## src/rtl/serial_pkg.sv

```systemverilog
// Shared types and helpers for the serial link blocks.
// Parity support is built only when PISO_PARITY_EN is defined.
package serial_pkg;

    typedef enum logic [1:0] {
        IDLE,
        SHIFT,
        PAR
    } state_t;

    localparam int MAX_WIDTH = 32;

    function automatic logic even_parity(input logic [MAX_WIDTH-1:0] d);
        return ^d;
    endfunction

endpackage

```

## src/rtl/piso_shift_reg.sv

```systemverilog
// MSB-first shift register; a load wins over a shift on the same edge.
module piso_shift_reg #(
    parameter int WIDTH = 8
) (
    input  logic             clk,
    input  logic             reset,
    input  logic             load,
    input  logic             shift,
    input  logic [WIDTH-1:0] d,
    output logic             msb
);

    logic [WIDTH-1:0] shreg;

    always_ff @(posedge clk or negedge reset) begin
        if (!reset) begin
            shreg <= '0;
        end else if (load) begin
            shreg <= d;
        end else if (shift) begin
            shreg <= {shreg[WIDTH-2:0], 1'b0};
        end
    end

    assign msb = shreg[WIDTH-1];

endmodule

```

## src/rtl/piso_serializer.sv

```systemverilog
// Parallel-in serial-out transmitter, MSB first, gapless frames.
// Define PISO_PARITY_EN to append an even-parity bit to each frame.
module piso_serializer
    import serial_pkg::*;
#(
    parameter int WIDTH = 8
) (
    input  logic             clk,
    input  logic             reset,
    input  logic             in_valid,
    input  logic [WIDTH-1:0] in_data,
    output logic             in_ready,
    output logic             sout,
    output logic             sout_valid,
    output logic             sout_last,
    output logic             busy
);

    localparam int CW = $clog2(WIDTH);

    state_t          state;
    logic [CW-1:0]   cnt;
    logic            armed;
    logic            msb;
    logic            last_bit;
    logic            accept;
    logic            cnt_zero;

    assign cnt_zero = (cnt == '0);

`ifdef PISO_PARITY_EN
    logic                 par;
    logic [MAX_WIDTH-1:0] ext;

    always_comb begin
        ext = '0;
        ext[WIDTH-1:0] = in_data;
    end

    always_ff @(posedge clk or negedge reset) begin
        if (!reset) begin
            par <= 1'b0;
        end else if (accept) begin
            par <= even_parity(ext);
        end
    end

    assign last_bit = (state == PAR);
`else
    assign last_bit = (state == SHIFT) && cnt_zero;
`endif

    // armed holds in_ready low until the first edge after reset
    assign in_ready = armed && ((state == IDLE) || last_bit);
    assign accept   = in_valid && in_ready;
    assign busy     = (state != IDLE);

    piso_shift_reg #(
        .WIDTH(WIDTH)
    ) u_shreg (
        .clk  (clk),
        .reset(reset),
        .load (accept),
        .shift((state == SHIFT) && !accept),
        .d    (in_data),
        .msb  (msb)
    );

    always_ff @(posedge clk or negedge reset) begin
        if (!reset) begin
            state <= IDLE;
            cnt   <= '0;
            armed <= 1'b0;
        end else begin
            armed <= 1'b1;
            if (accept) begin
                state <= SHIFT;
                cnt   <= CW'(WIDTH - 1);
            end else begin
                unique case (state)
                    SHIFT: begin
                        if (cnt_zero) begin
`ifdef PISO_PARITY_EN
                            state <= PAR;
`else
                            state <= IDLE;
`endif
                        end else begin
                            cnt <= cnt - 1'b1;
                        end
                    end
                    PAR:     state <= IDLE;
                    default: state <= IDLE;
                endcase
            end
        end
    end

    always_comb begin
        sout       = 1'b0;
        sout_valid = 1'b0;
        sout_last  = 1'b0;
        unique case (state)
            SHIFT: begin
                sout       = msb;
                sout_valid = 1'b1;
`ifndef PISO_PARITY_EN
                sout_last  = cnt_zero;
`endif
            end
`ifdef PISO_PARITY_EN
            PAR: begin
                sout       = par;
                sout_valid = 1'b1;
                sout_last  = 1'b1;
            end
`endif
            default: ;
        endcase
    end

endmodule
```

## config.mk

```make
export PLATFORM = sky130hd
export DESIGN_NAME = piso_serializer
export DESIGN_NICKNAME = d
export VERILOG_FILES = /design/src/rtl/serial_pkg.sv /design/src/rtl/piso_shift_reg.sv /design/src/rtl/piso_serializer.sv
export SDC_FILE = /design/constraint.sdc
export NUM_CORES = 1
export LEC_CHECK = 0
export CAP_MARGIN = 20
export CORE_AREA = 2 2 39 41
export CTS_BUF_LIST = sky130_fd_sc_hd__clkbuf_8
export DETAILED_ROUTE_END_ITERATION = 12
export DIE_AREA = 0 0 41 43
export PLACE_DENSITY = 0.92
export SKIP_LAST_GASP = 1
export SLEW_MARGIN = 20
export SYNTH_ARGS = -nofsm -noshare
export SYNTH_HDL_FRONTEND = slang
export SYNTH_SLANG_ARGS = --single-unit
```

## constraint.sdc

```tcl
create_clock -name clk -period 2.65 [get_ports clk]
set_input_delay 0.265 -clock clk [delete_from_list [all_inputs] [get_ports clk]]
set_output_delay 0.265 -clock clk [all_outputs]
set_load 0.02 [all_outputs]
```

==> out/qor.csv, run 1 <==
metric;value;unit
effective utilization at floorplan;0.505;
final total negative setup slack;0;ns
Port-buffer cells;15;
Diodes inserted;0;
Setup crit start;cnt[0]$_DFFE_PN0P_;
die span in y;43;µm
floorplan core area;0.00138;mm²
Avg Cell Area, Syn;12.1;µm²
fraction of the yosys area taken by sequential cells;0.465;
number of buffers created by CTS;3;
#FFs+latches synth;13;
number of global-route vias before repair;456;
vias post-DR;445;
DRC violation count after routing;0;
Cell variety after synth;18;
min-delay worst type;in -> async;
global routing usage on met1;0.188;
final count of hold timing violations;0;
GP Congestion;0.657;
syn_nets;71;
total overflow reported by the global router;0;
pin slew with the least headroom to its limit;0.572;ns
Reg clk slew, reported paths;0.05;ns
post-synthesis to final-layout area growth;24.9;%
area of the die;0.00176;mm²
relative slew slack;0.617;
die width;41;µm
count of pins on the block boundary;16;
total number of nets in the final design;87;
critical path class;reg -> out;
first-pass iteration count of the detailed router;2;
post-detailed-route via-to-cell ratio;5.00;
detailed router's first-iteration violation count;3;
arrival time worst endpoint;1.85;ns
commonest non-fill, non-tap cell in the layout;sky130_fd_sc_hd__clkdlybuf4s50_1;
summed instance area of the synthesized netlist;699;µm²
Detail Route Antenna Nets;0;
FF-to-FF path depth;5;
Setup Fix Bufs, Post-CTS;0;
RSZ-0062 raised after global routing;no;
worst clock skew;0.00182;ns
commonest non-fill, non-tap cells in the layout;sky130_fd_sc_hd__clkdlybuf4s50_1, sky130_fd_sc_hd__dfrtp_1, sky130_fd_sc_hd__mux2_2;
H-Tree Level Count;1;
clk sinks;13;
final number of max-transition violations;0;
pin count of the biggest net entering global routing;19;
endpoint kind of the worst setup timing path;output port;
antenna violations before repair;0;
Detailed Place HPWL;823;µm
power density over cell area;1040;mW/mm²
minimum clock period;2.12;ns
hold-fix buffers at CTS;0;
setup slack of the worst register-to-register path;0.91;ns
clock root buffer;sky130_fd_sc_hd__clkbuf_8;
clock tree from TritonCTS;yes;
maximum clock path buffer count;2;
startpoint type of the worst setup path;register;
met2 layer usage reported by global route;0.244;
outcome;finished, final reports clean;
maximum frequency from static timing analysis;473;MHz
cell count after synthesis;58;
wire length of the first global-routing pass;1.86;mm
multi-input gate area in the final layout;318;µm²
share of cells above drive strength 1;0.247;
terminus of the critical flop-to-flop path;u_shreg.shreg[6]$_DFFE_PN0P_;
clock insertion delay at the later pin of the skew report;0.24;ns
detailed-route wire length;1.10;mm
R2R Path Start;cnt[0]$_DFFE_PN0P_;
row count;14;
met3 Track Usage GR;0.0471;
Critical Path RT;2.38;ns
Resized cells post-CTS;0;
worst-case hold slack;0.389;ns
total number of yosys warnings;0;
highest net fanout along the worst path;7;
end of the critical path;in_ready;
wire length per cell after detailed routing;12.4;µm
Leak Pwr;0.000444;µW
max-cap viol count;0;
largest vdd supply drop;0.463;mV
Filler cells;112;
Total Routing Usage GR;0.161;
sequential cell area in the final layout;325;µm²
Top Usage Layer GRT;met2;
final worst-path cycle share;0.798;
Core Util, Final;0.631;
Setup-failing EPs final;0;
[power by group]
group          switching (µW)  total (µW)  leakage, µW  internal, µW
Sequential               72.0         347     0.000159           275
Combinational             152         392     0.000258           240
Clock                    69.5         172    0.0000269           102
[Yosys cell counts]
library cell                n  share of area
sky130_fd_sc_hd__a21o_1     1          0.011
sky130_fd_sc_hd__a21oi_1    2          0.014
sky130_fd_sc_hd__and2_1     2          0.018
sky130_fd_sc_hd__and3_1     2          0.018
sky130_fd_sc_hd__buf_4      1          0.011
sky130_fd_sc_hd__buf_6      3          0.048
sky130_fd_sc_hd__conb_1     1         0.0054
sky130_fd_sc_hd__dfrtp_1   13           0.47
sky130_fd_sc_hd__ha_1       2          0.036
sky130_fd_sc_hd__inv_1      4          0.021
sky130_fd_sc_hd__mux2_2     9           0.14
sky130_fd_sc_hd__mux2_4     5           0.11
sky130_fd_sc_hd__mux2i_1    1          0.014
sky130_fd_sc_hd__nand2_1    5          0.027
sky130_fd_sc_hd__nand2b_4   1          0.020
sky130_fd_sc_hd__nand3_1    1         0.0071
sky130_fd_sc_hd__nor2_1     2          0.011
sky130_fd_sc_hd__o21ai_0    3          0.021
[metal layers]
| layer | routed length, µm | vias to the layer above |
|---|---|---|
| li1 | - | 220 |
| met1 | 435 | 211 |
| met2 | 607 | 12 |
| met3 | 39 | 2 |
| met4 | 20 | 0 |
| met5 | 0 | - |
[critical path, stage by stage, from the launching register on]
cell and delay (ns):
sky130_fd_sc_hd__dfrtp_1 0.38, sky130_fd_sc_hd__inv_1 0.09, sky130_fd_sc_hd__ha_1 0.22, sky130_fd_sc_hd__nand2b_4 0.09, sky130_fd_sc_hd__nand2_1 0.08, sky130_fd_sc_hd__and2_1 0.14, sky130_fd_sc_hd__clkdlybuf4s50_1 0.59
[per-stage QoR]
step | total power [µW] | instance area (µm²) | instances | worst slack (ns)
global placement | 717 | 828 | 85 | 0.865
CTS | 918 | 873 | 89 | 0.522
floorplan | 661 | 699 | 58 | 1.18
detailed placement | 746 | 828 | 85 | 0.799
global route | 975 | 873 | 89 | 0.436
finish | 911 | 873 | 89 | 0.535
[worst min-delay path by stage]
stage / from / to / slack (ns) / depth (start not counted)
6_report: reset / cnt[1]$_DFFE_PN0P_ / 0.39 / 1
5_1_grt: reset / u_shreg.shreg[6]$_DFFE_PN0P_ / 0.45 / 1
4_1_cts: reset / cnt[1]$_DFFE_PN0P_ / 0.42 / 1
3_5_place_dp: u_shreg.shreg[0]$_DFFE_PN0P_ / u_shreg.shreg[0]$_DFFE_PN0P_ / 0.50 / 2
3_3_place_gp: u_shreg.shreg[0]$_DFFE_PN0P_ / u_shreg.shreg[0]$_DFFE_PN0P_ / 0.50 / 2
2_1_floorplan: reset / armed$_DFF_PN0_ / -0.03 / 0
[area by class of cell]
| cell class | count | area share |
|---|---|---|
| flip-flops and latches | 13 | 0.372 |
| multi-input cells | 37 | 0.364 |
| repair buffers | 15 | 0.172 |
| clock buffers | 3 | 0.0473 |
| well taps | 16 | 0.0229 |
| inverters | 4 | 0.0172 |
| clock inverters | 1 | 0.00430 |
[kinds of logic after synthesis]
logic type	count (synthesis)	share of synthesized area
AOI/OAI and AO/OA	6	0.0465
adders and majority gates	2	0.0358
buffers and inverters	8	0.0805
DFF	13	0.465
muxes	15	0.267
other	1	0.00536
and+or+nand+nor	13	0.100
[sequential cells by signal, indices dropped and copies added, names as in the netlist]
signal	flops
u_shreg.shreg	8
cnt	3
armed	1
state	1
Note: power is estimated with default switching activity, not from simulation.
==> inputs of run 2 (changes only) <==
--- a/config.mk
+++ b/config.mk
@@ -6,11 +6,10 @@
 export NUM_CORES = 1
 export LEC_CHECK = 0
 export CAP_MARGIN = 20
-export CORE_AREA = 2 2 39 41
+export CORE_UTILIZATION = 50
 export CTS_BUF_LIST = sky130_fd_sc_hd__clkbuf_8
 export DETAILED_ROUTE_END_ITERATION = 12
-export DIE_AREA = 0 0 41 43
-export PLACE_DENSITY = 0.92
+export PLACE_DENSITY = 0.89
 export SKIP_LAST_GASP = 1
 export SLEW_MARGIN = 20
 export SYNTH_ARGS = -nofsm -noshare
==> constraint.sdc (replaced) <==
create_clock -name clk -period 2 [get_ports clk]
set_input_delay 0.2 -clock clk [delete_from_list [all_inputs] [get_ports clk]]
set_output_delay 0.2 -clock clk [all_outputs]
set_load 0.02 [all_outputs]
==> run 2 against run 1 <==
Effect of this change:
- critical path depth down 4
- non-clock buffer count up 3
- first-iteration DRC count unchanged
- final cell count up 2.2%
- flip-flop and latch count unchanged
==> out/qor.csv, run 2 (same netlist as run 1, synthesis figures left out) <==
metric;value;unit;change
vias post-DR;480;;was 445
final worst setup slack;0.219;ns;was 0.535 ns
total overflow reported by the global router;0;;unchanged
final worst-path cycle share;0.891;;
met3 wire len;32;µm;was 39 µm
share of cells above drive strength 1;0.276;;was 0.247
routed wl met2;682;µm;was 607 µm
min-delay worst type;in -> async;;unchanged
Setup Fix Bufs, Post-CTS;0;;unchanged
Filler cells;104;;was 112
relative slew slack;0.613;;was 0.617
Placement Setup Slack;0.218;ns;was 0.799 ns
maximum clock path buffer count;2;;unchanged
topmost layer with routed signal wires;met4;;unchanged
flip-flop count of the largest register, all copies and words added;8;;unchanged
worst-path cell with the longest stage delay;sky130_fd_sc_hd__clkdlybuf4s50_1;;unchanged
register name with the most flops;u_shreg.shreg;;unchanged
antenna violations before repair;0;;unchanged
Setup crit start;state[0]$_DFFE_PN0P_;;was cnt[0]$_DFFE_PN0P_
post-synthesis to final-layout area growth;28.1;%;was 24.9%
Reg clk slew, reported paths;0.06;ns;was 0.05 ns
clock tree from TritonCTS;yes;;unchanged
Setup-failing EPs final;0;;unchanged
Detailed Place HPWL;918;µm;was 823 µm
highest net fanout along the worst path;14;;was 7
die span in y;39.4;µm;was 43 µm
pin slew with the least headroom to its limit;0.578;ns;was 0.572 ns
DRC violation count after routing;0;;unchanged
Resized cells post-CTS;1;;was 0
clock root buffer;sky130_fd_sc_hd__clkbuf_8;;unchanged
row count;13;;was 14
pin count of the biggest net entering global routing;15;;was 19
post-detailed-route via-to-cell ratio;5.27;;was 5.00
setup slack of the worst register-to-register path;0.44;ns;was 0.91 ns
wire length per cell after detailed routing;12.8;µm;was 12.4 µm
total number of nets in the final design;90;;was 87
Critical Path RT;1.80;ns;was 2.38 ns
Detail Route Antenna Nets;0;;unchanged
RSZ-0062 raised after global routing;no;;unchanged
wire length of the first global-routing pass;1.96;mm;was 1.86 mm
maximum frequency from static timing analysis;561;MHz;
H-Tree Level Count;1;;unchanged
hold-fix buffers at CTS;0;;unchanged
end of the critical path;sout;;was in_ready
effective utilization at floorplan;0.538;;was 0.505
first-pass iteration count of the detailed router;4;;was 2
clk sinks;13;;unchanged
clock insertion delay at the later pin of the skew report;0.24;ns;about the same
final total negative setup slack;0;ns;unchanged
GP Congestion;0.709;;was 0.657
Total Routing Usage GR;0.195;;was 0.161
number of global-route vias before repair;464;;was 456
floorplan core area;0.00130;mm²;was 0.00138 mm²
endpoint kind of the worst setup timing path;output port;;unchanged
Largest regs;u_shreg.shreg (8), cnt (3);;unchanged
count of pins on the block boundary;16;;unchanged
sequential cell area in the final layout;325;µm²;unchanged
FF-to-FF path depth;6;;was 5
area of the die;0.00155;mm²;was 0.00176 mm²
Metal-1 WL;442;µm;was 435 µm
largest vdd supply drop;0.640;mV;was 0.463 mV
multi-input gate area in the final layout;318;µm²;unchanged
R2R Path Start;cnt[0]$_DFFE_PN0P_;;unchanged
number of buffers created by CTS;3;;unchanged
Leak Pwr;0.000479;µW;was 0.000444 µW
terminus of the critical flop-to-flop path;u_shreg.shreg[7]$_DFFE_PN0P_;;was u_shreg.shreg[6]$_DFFE_PN0P_
Core Util, Final;0.688;;was 0.631
arrival time worst endpoint;1.58;ns;was 1.85 ns
power density over cell area;1360;mW/mm²;was 1040 mW/mm²
crit path cell chain;and2_1, clkdlybuf4s50_1;;was inv_1, ha_1, nand2b_4, nand2_1, and2_1, clkdlybuf4s50_1
minimum clock period;1.78;ns;
commonest non-fill, non-tap cells in the layout;sky130_fd_sc_hd__dfrtp_1, sky130_fd_sc_hd__clkdlybuf4s50_1, sky130_fd_sc_hd__mux2_2;;was sky130_fd_sc_hd__clkdlybuf4s50_1, sky130_fd_sc_hd__dfrtp_1, sky130_fd_sc_hd__mux2_2
die width;39.4;µm;was 41 µm
worst clock skew;0.00408;ns;was 0.00182 ns
largest stage delay on the critical path;0.59;ns;about the same
Diodes inserted;0;;unchanged
startpoint type of the worst setup path;register;;unchanged
final count of hold timing violations;0;;unchanged
final number of max-transition violations;0;;unchanged
Port-buffer cells;15;;unchanged
outcome;finished, final reports clean;;unchanged
critical path class;reg -> out;;unchanged
detailed router's first-iteration violation count;3;;unchanged
max-cap viol count;0;;unchanged
detailed-route wire length;1.17;mm;was 1.10 mm
run 2: worst min-delay path by stage:
stage | startpoint | endpoint | depth (start not counted)
after global placement | u_shreg.shreg[0]$_DFFE_PN0P_ | u_shreg.shreg[0]$_DFFE_PN0P_ | 2
after global routing | reset | u_shreg.shreg[7]$_DFFE_PN0P_ | 1
final | reset | u_shreg.shreg[0]$_DFFE_PN0P_ | 1
after floorplan | reset | armed$_DFF_PN0_ | 0
after detailed placement | u_shreg.shreg[0]$_DFFE_PN0P_ | u_shreg.shreg[0]$_DFFE_PN0P_ | 2
after CTS | reset | cnt[1]$_DFFE_PN0P_ | 1
run 2: per-stage QoR:
step	cells	total power [µW]	hold WS, ns	area, µm²
after CTS	91	1230	0.340	893
final	91	1220	0.331	896
after global placement	87	972	0.496	850
after detailed placement	87	1010	0.505	850
after global routing	91	1310	0.379	896
after floorplan	58	876	-0.0956	699
run 2: layout make-up:
| type | instances | area share |
|---|---|---|
| clock buffer | 3 | 0.0461 |
| multi-input combinational | 37 | 0.355 |
| clock inverter | 1 | 0.00419 |
| inverter | 4 | 0.0168 |
| tap | 15 | 0.0209 |
| sequential | 13 | 0.363 |
| timing repair buffer | 18 | 0.194 |
run 2: worst max-delay path: cells and delay by family (launching register included):
kind                   cells  cell delay [ns]
buffers and inverters      1             0.59
AND/OR/NAND/NOR            1             0.18
flip-flops                 1             0.57
run 2: metal layers:
metal / up-vias / track usage
met5: - / 0
met4: 0 / 0.103
met3: 2 / 0.0511
met2: 12 / 0.361
met1: 238 / 0.194
li1: 228 / -
run 2: where the power goes:
part	internal [µW]	total (µW)	switching, µW
Sequential	365	444	79.5
Combinational	331	549	218
Clock	135	226	91.2
Total	831	1220	389
==> inputs of run 3 (changes only) <==
--- a/config.mk
+++ b/config.mk
@@ -6,12 +6,12 @@
 export NUM_CORES = 1
 export LEC_CHECK = 0
 export CAP_MARGIN = 20
-export CORE_UTILIZATION = 50
+export CORE_UTILIZATION = 45
 export CTS_BUF_LIST = sky130_fd_sc_hd__clkbuf_8
 export DETAILED_ROUTE_END_ITERATION = 12
-export PLACE_DENSITY = 0.89
+export PLACE_DENSITY = 0.85
 export SKIP_LAST_GASP = 1
-export SLEW_MARGIN = 20
+export SLEW_MARGIN = 5
 export SYNTH_ARGS = -nofsm -noshare
 export SYNTH_HDL_FRONTEND = slang
 export SYNTH_SLANG_ARGS = --single-unit
==> constraint.sdc (replaced) <==
create_clock -name clk -period 1.47 [get_ports clk]
set_input_delay 0.147 -clock clk [delete_from_list [all_inputs] [get_ports clk]]
set_output_delay 0.147 -clock clk [all_outputs]
set_load 0.02 [all_outputs]
==> run 3 against run 2 <==
Effect of this change:
- the run now ends with negative setup slack left
- clock power up 33%
- sequential power increased by 36%
- flip-flop and latch count stayed put
- global-route usage shrank 0.37 points
- wire length increased by 21%
- critical path depth grew 4
- via count rose by 6.7%
- core utilization up 1.9 points
- sequential share of layout area shrank 2.5 points
- die area increased by 11%
- count of clock-buffer cells in the layout unchanged
- combinational power is 69% higher
==> out/qor.csv, run 3 (same netlist as run 1, synthesis figures left out) <==
metric;value;unit;change
Total Routing Usage GR;0.192;;was 0.195
power share of the sequential group;0.330;;was 0.364
critical path class;reg -> reg;;was reg -> out
clock tree from TritonCTS;yes;;unchanged
Placement Setup Slack;-0.213;ns;was 0.218 ns
share of cells above drive strength 1;0.429;;was 0.276
clock root buffer;sky130_fd_sc_hd__clkbuf_8;;unchanged
crit path cell chain;inv_2, ha_4, nand2b_4, buf_6, a21o_4, mux2_4;;was and2_1, clkdlybuf4s50_1
max-cap viol count;0;;unchanged
final worst-path cycle share;1.02;;
highest net fanout along the worst path;5;;was 14
maximum clock path buffer count;2;;unchanged
Reg clk slew, reported paths;0.05;ns;was 0.06 ns
antenna violations before repair;0;;unchanged
DRC violation count after routing;0;;unchanged
Buf+Inv Stages, Crit Path;2;;was 1
Setup-failing EPs final;6;;was 0
violated checks;negative setup slack;;
total number of nets in the final design;98;;was 90
worst-path cell with the longest stage delay;sky130_fd_sc_hd__dfrtp_1;;was sky130_fd_sc_hd__clkdlybuf4s50_1
first-pass iteration count of the detailed router;4;;unchanged
flip-flop count of the largest register, all copies and words added;8;;unchanged
internal power summed over all cells;1230;µW;was 831 µW
detailed-route wire length;1.41;mm;was 1.17 mm
pin count of the biggest net entering global routing;14;;was 15
Leak Pwr;0.000499;µW;was 0.000479 µW
setup slack of the worst register-to-register path;-0.03;ns;was 0.44 ns
Critical Path RT;1.59;ns;was 1.80 ns
area of the die;0.00172;mm²;was 0.00155 mm²
Detail Route Antenna Nets;0;;unchanged
Crit path max-delay family;flip-flops;;was buffers and inverters
worst clock skew;0.00611;ns;was 0.00408 ns
vias post-DR;512;;was 480
final number of max-transition violations;0;;unchanged
RSZ-0062 raised after global routing;yes;;was no
clock insertion delay at the later pin of the skew report;0.24;ns;about the same
Tot Pwr;1830;µW;was 1220 µW
effective utilization at floorplan;0.512;;was 0.538
floorplan core area;0.00137;mm²;was 0.00130 mm²
count of pins on the block boundary;16;;unchanged
power density over cell area;1890;mW/mm²;was 1360 mW/mm²
die span in y;41.4;µm;was 39.4 µm
arrival time worst endpoint;1.62;ns;was 1.58 ns
Port-buffer cells;15;;unchanged
number of buffers created by CTS;3;;unchanged
proportion of power drawn by the clock network;0.164;;was 0.186
Sw Share;0.328;;was 0.319
number of global-route vias before repair;530;;was 464
H-Tree Level Count;1;;unchanged
largest stage delay on the critical path;0.39;ns;was 0.59 ns
Largest regs;u_shreg.shreg (8), cnt (3);;unchanged
post-detailed-route via-to-cell ratio;5.17;;was 5.27
largest vdd supply drop;1.16;mV;was 0.640 mV
Logic pwr share;0.506;;was 0.450
Filler cells;107;;was 104
total overflow reported by the global router;0;;unchanged
startpoint type of the worst setup path;register;;unchanged
commonest non-fill, non-tap cells in the layout;sky130_fd_sc_hd__dfrtp_1, sky130_fd_sc_hd__clkdlybuf4s50_1, sky130_fd_sc_hd__mux2_2, sky130_fd_sc_hd__buf_4;;was sky130_fd_sc_hd__dfrtp_1, sky130_fd_sc_hd__clkdlybuf4s50_1, sky130_fd_sc_hd__mux2_2
outcome;complete, but fails checks;;was finished, final reports clean
detailed router's first-iteration violation count;2;;was 3
maximum frequency from static timing analysis;666;MHz;
final count of hold timing violations;0;;unchanged
register name with the most flops;u_shreg.shreg;;unchanged
endpoint kind of the worst setup timing path;register;;was output port
wire length per cell after detailed routing;14.2;µm;was 12.8 µm
switching power total;601;µW;was 389 µW
final worst setup slack;-0.0323;ns;was 0.219 ns
post-synthesis to final-layout area growth;38.3;%;was 28.1%
wire length of the first global-routing pass;2.39;mm;was 1.96 mm
clk sinks;13;;unchanged
row count;13;;unchanged
minimum clock period;1.50;ns;
die width;41.4;µm;was 39.4 µm
GP Congestion;0.809;;was 0.709
min-delay worst type;in -> async;;unchanged
Diodes inserted;0;;unchanged
commonest non-fill, non-tap cell in the layout;sky130_fd_sc_hd__dfrtp_1;;
Detailed Place HPWL;938;µm;was 918 µm
run 3: changes by cell type in the layout (fill, tap and decap cells not counted), moves of 2 or more:
| cell | previous run | this run |
|---|---|---|
| sky130_fd_sc_hd__inv_2 | 0 | 2 |
| sky130_fd_sc_hd__buf_4 | 3 | 9 |
| sky130_fd_sc_hd__clkdlybuf4s50_1 | 13 | 10 |
| sky130_fd_sc_hd__dlygate4sd2_1 | 1 | 3 |
| sky130_fd_sc_hd__inv_1 | 5 | 3 |
run 3: power groups by stage:
stage / clock network (µW) / logic [µW] / registers [µW]
2_1_floorplan: 0 / 625 / 572
3_3_place_gp: 0 / 829 / 588
3_5_place_dp: 0 / 860 / 600
4_1_cts: 312 / 866 / 604
5_1_grt: 336 / 1010 / 621
6_report: 300 / 927 / 605
run 3: metrics by stage:
step | std cells | util | setup TNS (ns) | hold WS, ns | instance area [µm²]
final | 99 | 0.708 | -0.118 | 0.212 | 967
after global routing | 99 | 0.708 | -0.298 | 0.228 | 967
after global placement | 92 | 0.651 | -1.38 | 0.470 | 890
after detailed placement | 92 | 0.651 | -1.84 | 0.471 | 890
after CTS | 97 | 0.698 | -0.106 | 0.212 | 953
after floorplan | 58 | - | 0 | -0.149 | 702
run 3: final cells by class:
type                       count  area (µm²)  share of cell area
clock buffer                   3        41.3              0.0427
clock inverter                 1        3.75             0.00388
inverter                       4        15.0              0.0155
multi-input combinational     38         347               0.358
sequential                    13         327               0.338
tap                           15        18.8              0.0194
timing repair buffer          25         215               0.223
run 3: worst paths after layout:
path,from,to,cells after the start
max,cnt[1]$_DFFE_PN0P_,u_shreg.shreg[1]$_DFFE_PN0P_,6
min,reset,state[0]$_DFFE_PN0P_,2
max reg2reg,cnt[1]$_DFFE_PN0P_,u_shreg.shreg[1]$_DFFE_PN0P_,6
min reg2reg,u_shreg.shreg[0]$_DFFE_PN0P_,u_shreg.shreg[0]$_DFFE_PN0P_,2
max in group asynchronous,reset,state[0]$_DFFE_PN0P_,2
min in group clk,in_data[0],u_shreg.shreg[0]$_DFFE_PN0P_,3
run 3: timing repair:
item,CTS,global route
pin swaps,1,2
cloned,1,0
setup endpoints to repair,17,8
hold buffers,0,0
resized for setup,15,2
setup buffers,0,2
run 3: metal layers:
metal  part of all wire  vias to the layer above  global-route usage  routed length [µm]
li1                   -                      242                   -                   -
met1               0.42                      251               0.214                 593
met2               0.53                       19               0.319                 746
met3              0.050                        0              0.0826                  70
met4                  0                        0              0.0774                   0
met5                  0                        -                   0                   0
